`src/rtl/multicycle_ctrl.sv`:
```
// Multi-cycle fetch/decode/execute/write-back sequencer for the single-ALU register datapath.
// Optional retired-instruction counter enabled by defining INSTR_COUNT_EN.
module multicycle_ctrl #(
    parameter int unsigned     PC_W     = 32,
    parameter logic [PC_W-1:0] RESET_PC = '0,
    parameter int unsigned     ACK_TMO  = 15
) (
    input  logic            clk,
    input  logic            rst_n,
    input  logic            run,
    output logic            imem_req,
    output logic [PC_W-1:0] imem_addr,
    input  logic            imem_ack,
    input  logic [31:0]     imem_rdata,
    output logic [4:0]      rs_addr,
    output logic [4:0]      rt_addr,
    output logic [4:0]      rd_addr,
    output logic [4:0]      shamt,
    output logic [15:0]     imm16,
    output logic            load_imm,
    output logic [2:0]      alu_ctrl,
    output logic            reg_write,
    output logic            busy,
    output logic            illegal,
    output logic            bus_err,
    output logic [31:0]     instr_cnt
);

    typedef enum logic [2:0] {
        S_IDLE,
        S_FETCH,
        S_DECODE,
        S_EXEC,
        S_WB
    } state_t;

    localparam logic [7:0] TMO_LAST = 8'(ACK_TMO - 1);

    state_t          state;
    logic [PC_W-1:0] pc;
    logic [31:0]     ir;
    logic [7:0]      wait_cnt;
    logic            legal;

    logic [5:0] opcode;
    logic [5:0] funct;
    logic [3:0] rdec;
    logic       is_rtype;
    logic       is_limm;

    // Returns {legal, alu_ctrl} for an opcode-0 funct field.
    function automatic logic [3:0] decode_funct(input logic [5:0] f);
        case (f)
            6'h20:   return 4'b1_000;
            6'h22:   return 4'b1_001;
            6'h24:   return 4'b1_010;
            6'h25:   return 4'b1_011;
            6'h00:   return 4'b1_100;
            6'h02:   return 4'b1_101;
            default: return 4'b0_000;
        endcase
    endfunction

    assign opcode    = ir[31:26];
    assign funct     = ir[5:0];
    assign rdec      = decode_funct(funct);
    assign is_rtype  = (opcode == 6'h00) && rdec[3];
    assign is_limm   = (opcode == 6'h3F);
    assign imem_addr = pc;

    always_ff @(posedge clk or negedge rst_n) begin
        if (!rst_n) begin
            state     <= S_IDLE;
            pc        <= RESET_PC;
            ir        <= '0;
            wait_cnt  <= '0;
            legal     <= 1'b0;
            imem_req  <= 1'b0;
            rs_addr   <= '0;
            rt_addr   <= '0;
            rd_addr   <= '0;
            shamt     <= '0;
            imm16     <= '0;
            load_imm  <= 1'b0;
            alu_ctrl  <= '0;
            reg_write <= 1'b0;
            busy      <= 1'b0;
            illegal   <= 1'b0;
            bus_err   <= 1'b0;
        end else begin
            case (state)
                S_IDLE: begin
                    if (run) begin
                        state    <= S_FETCH;
                        imem_req <= 1'b1;
                        busy     <= 1'b1;
                        wait_cnt <= '0;
                    end
                end
                S_FETCH: begin
                    if (imem_ack) begin
                        ir       <= imem_rdata;
                        imem_req <= 1'b0;
                        state    <= S_DECODE;
                    end else if (wait_cnt == TMO_LAST) begin
                        bus_err  <= 1'b1;
                        imem_req <= 1'b0;
                        busy     <= 1'b0;
                        state    <= S_IDLE;
                    end else begin
                        wait_cnt <= wait_cnt + 8'd1;
                    end
                end
                S_DECODE: begin
                    // Fields are registered here and held until the next decode.
                    rs_addr <= ir[25:21];
                    rt_addr <= ir[20:16];
                    shamt   <= ir[10:6];
                    imm16   <= ir[15:0];
                    if (is_rtype) begin
                        rd_addr  <= ir[15:11];
                        load_imm <= 1'b0;
                        alu_ctrl <= rdec[2:0];
                        legal    <= 1'b1;
                        state    <= S_EXEC;
                    end else if (is_limm) begin
                        rd_addr  <= ir[20:16];
                        load_imm <= 1'b1;
                        alu_ctrl <= 3'b000;
                        legal    <= 1'b1;
                        state    <= S_EXEC;
                    end else begin
                        rd_addr  <= ir[15:11];
                        load_imm <= 1'b0;
                        alu_ctrl <= 3'b000;
                        legal    <= 1'b0;
                        illegal  <= 1'b1;
                        state    <= S_WB;
                    end
                end
                S_EXEC: begin
                    reg_write <= legal;
                    state     <= S_WB;
                end
                S_WB: begin
                    reg_write <= 1'b0;
                    pc        <= pc + PC_W'(4);
                    if (run) begin
                        state    <= S_FETCH;
                        imem_req <= 1'b1;
                        wait_cnt <= '0;
                    end else begin
                        state <= S_IDLE;
                        busy  <= 1'b0;
                    end
                end
                default: begin
                    state     <= S_IDLE;
                    imem_req  <= 1'b0;
                    reg_write <= 1'b0;
                    busy      <= 1'b0;
                end
            endcase
        end
    end

`ifdef INSTR_COUNT_EN
    always_ff @(posedge clk or negedge rst_n) begin
        if (!rst_n) begin
            instr_cnt <= '0;
        end else if (state == S_WB) begin
            instr_cnt <= instr_cnt + 32'd1;
        end
    end
`else
    assign instr_cnt = '0;
`endif

endmodule
```
`config.mk`:
```
export PLATFORM = sky130hd
export DESIGN_NAME = multicycle_ctrl
export DESIGN_NICKNAME = d
export VERILOG_FILES = /design/src/rtl/multicycle_ctrl.sv
export SDC_FILE = /design/constraint.sdc
export NUM_CORES = 1
export LEC_CHECK = 0
export CORE_MARGIN = 3
export CORE_UTILIZATION = 53
export CTS_BUF_LIST = sky130_fd_sc_hd__clkbuf_4 sky130_fd_sc_hd__clkbuf_8
export DETAILED_ROUTE_END_ITERATION = 6
export GPL_TIMING_DRIVEN = 0
export PLACE_DENSITY = 0.84
export SLEW_MARGIN = 20
export SYNTH_ARGS = -nofsm -noshare
export SYNTH_HDL_FRONTEND = slang
export SYNTH_SLANG_ARGS = --single-unit
```
`constraint.sdc`:
```
create_clock -name clk -period 4.5 [get_ports clk]
set_input_delay 0.675 -clock clk [delete_from_list [all_inputs] [get_ports clk]]
set_output_delay 0.675 -clock clk [all_outputs]
set_load 0.1 [all_outputs]
```
==> reports/results.ini <==
[run_status]
outcome = completed

[routing]
wl_per_cell_um = 15.4
num_vias = 3881
drt_first_pass_iters = 5
via_per_inst = 5.05
drc = 0
drtAntennaViolNets = 0
drt-initial-drc-count = 148
routed_wl_um = 11800

[cts]
cts-htree-levels = 4
cts_setup_buffers = 0
path_clk_slew_ns = 0.07
cts_hold_buf = 0
cts_tree = built
cts_inserted_buffers = 17
insertion_delay_ns = 0.43
cts_resized = 0
cts-root-buf = clkbuf_8
clockBufferDepth = 2
cts.sinks = 114

[synth]
async_flop_share_pct = 100
synth_seq_area_share_pct = 55.9
yosysUniqueCellTypes = 42
yosys.area.top_type_share_pct = 55.9
ys_warn_count = 0
synthFlopType = dfrtp_1
synth-seq-cells = 114
synth_area_leaders = dfrtp_1 (56%), nand2_1 (7.8%), mux2_2 (7.3%), buf_4 (5.9%), xnor2_1 (4.5%)
yosysTopAreaCell = dfrtp_1
synth_edf_count = 0
syn_inst = 463
avgSynthCellArea_um2 = 11.0
netlist_area_um2 = 5110

[worst_setup_path]
ff2ff_setup_slack_ns = 2.55
worstPathRequired_ns = 3.83
worst_setup_path_end_kind = primary output
r2r_cells = 5
reg2reg_from = state[0]
path_max_fanout = 7
max_stage_delay_ns = 1.18
cp-start-kind = flip-flop
cp_cell_sequence = clkdlybuf4s50_1
arrival_ns = 2.08
path_buf_inv = 1
critical_path.top_delay_family = buffers and inverters
crit_slowest_cell = clkdlybuf4s50_1
worstSetupPathType = reg2out
r2r-end = ir[3]

[final_layout]
final_common_cell = dfrtp_1
nFillCells = 653
stdcell_area_um2 = 6950
drive_gt1_share_pct = 18.9
diodes = 0
nets = 665
final_cell_mix = dfrtp_1 (114), clkdlybuf4s50_1 (109), nand2_1 (106)
areaGrowthSynthToFinish_pct = 36.0

[sta]
final.min_clock_period_ns = 2.76
maxSlewViolCount = 0
worst_pin_slew_ns = 1.03
holdWs_ns = 0.220
tns_ns = 0
slew_headroom_pct = 31.1
setup_viol = 0
fin_crit_sh_pct = 61.3
fmax_mhz = 363
hold_viol = 0
skew_ns = 0.0126
rsz0062_at_grt = false

[floorplan]
core_um2 = 9280
num_io_pins = 145
die_width_um = 104
die_area_um2 = 10900
num_rows = 35
start_util_pct = 55.0
die-height_um = 104

[placement]
gp_congestion = 0.828
hpwlAfterDp_um = 8400
place.port_buffers = 110
dpl_cell_area_um2 = 6520

[pwr]
switching_power_uw = 2580
p_leak_uw = 0.00320
ir_drop_uv = 597
p_comb_share_pct = 49.5
power.density_nw_per_um2 = 748
p_int_uw = 2610
clock_power_share_pct = 19.5
p_seq_share_pct = 31.0
switching_share_pct = 49.7

[grt]
grt_max_degree = 65
grt_antenna_before_repair = 0
grt_pass1_wl_um = 19700
overflow = 0
track_usage_pct = 22.6
grt_pass1_vias = 3937

[min_path]
hp-class = in2async

[job]
maxCapViolCount = 0

[per-layer routing]
layer  vias to the layer above  global-route usage [%]  wire [um]
li1                       1817                       -          -
met5                         -                       0          0
met4                         0                    7.22        155
met1                      1920                    26.2       4590
met2                       128                    39.3       6150
met3                        16                    8.07        903
[stage by stage]
step	setup slack, ns	util [%]	total power (uW)	std cells
2_1_floorplan	2.11	-	3560	496
3_3_place_gp	-1.42	69.9	4120	735
3_5_place_dp	2.03	70.3	4190	736
4_1_cts	1.73	74.8	5220	768
5_1_grt	1.70	74.8	5420	768
6_report	1.74	74.8	5190	768
[logic make-up (layout without fill, tap and decap cells)]
family / Yosys count / count (layout) / share of synthesized area (%)
buffers and inverters: 60 / 203 / 7.62
multiplexers: 38 / 38 / 8.26
AND/OR/NAND/NOR: 183 / 183 / 17.9
XOR/XNOR: 34 / 34 / 5.83
AO/OA/AOI/OAI: 29 / 29 / 3.53
other: 1 / 34 / 0.0734
flip-flops: 114 / 114 / 55.9
adder cells (fa/ha/maj): 4 / 4 / 0.931
[sequential cells by signal, summed over array words and instances, names as in the netlist]
name and count:
alu_ctrl 3, bus_err 1, busy 1, illegal 1
imem_addr 30, imem_req 1, imm16 12, ir 32
legal 1, load_imm 1, rd_addr 5, reg_write 1
rs_addr 5, rt_addr 5, shamt 4, state 3
wait_cnt 8
[cell type report]
| type | instances | area, um^2 | area share, % |
|---|---|---|---|
| sequential | 114 | 2850 | 41.1 |
| multi-input combinational | 322 | 1990 | 28.6 |
| timing repair buffer | 111 | 1130 | 16.3 |
| buffer | 56 | 374 | 5.38 |
| clock buffer | 18 | 248 | 3.57 |
| clock inverter | 14 | 178 | 2.56 |
| tap | 129 | 161 | 2.32 |
| inverter | 4 | 15.0 | 0.216 |
[power groups by stage]
stage / Sequential (uW) / Combinational [uW] / Clock [uW]
2_1_floorplan: 2680 / 885 / 0
3_3_place_gp: 1600 / 2510 / 0
3_5_place_dp: 1620 / 2570 / 0
4_1_cts: 1610 / 2580 / 1030
5_1_grt: 1660 / 2690 / 1070
6_report: 1610 / 2570 / 1010
[how the worst max path moves through the flow]
stage / startpoint / end / slack, ns / cells past startpoint
final: imem_addr[18] / imem_addr[18] / 1.74 / 1
after global routing: shamt[2] / shamt[2] / 1.70 / 2
after detailed placement: imem_ack / ir[22] / 2.03 / 5
after CTS: shamt[2] / shamt[2] / 1.73 / 2
after floorplan: imem_addr[7] / imem_addr[15] / 2.11 / 4
after global placement: rst_n / ir[16] / -1.42 / 1
[Yosys cell counts (all sizes together) (2+ instances only)]
master and count:
dfrtp 114, nand2 106, buf 46, mux2 33
xnor2 26, nand3 18, nor2 16, nand4 14
o21ai 13, clkbuf 10, xor2 8, and3 7
a21oi 5, mux2i 5, inv 4, nor4 4
a21o 3, ha 3, nor3 3, o211ai 3
and4 2, and4bb 2, nand3b 2, nor4b 2
or4 2
Power figures use the tool's default switching activity.
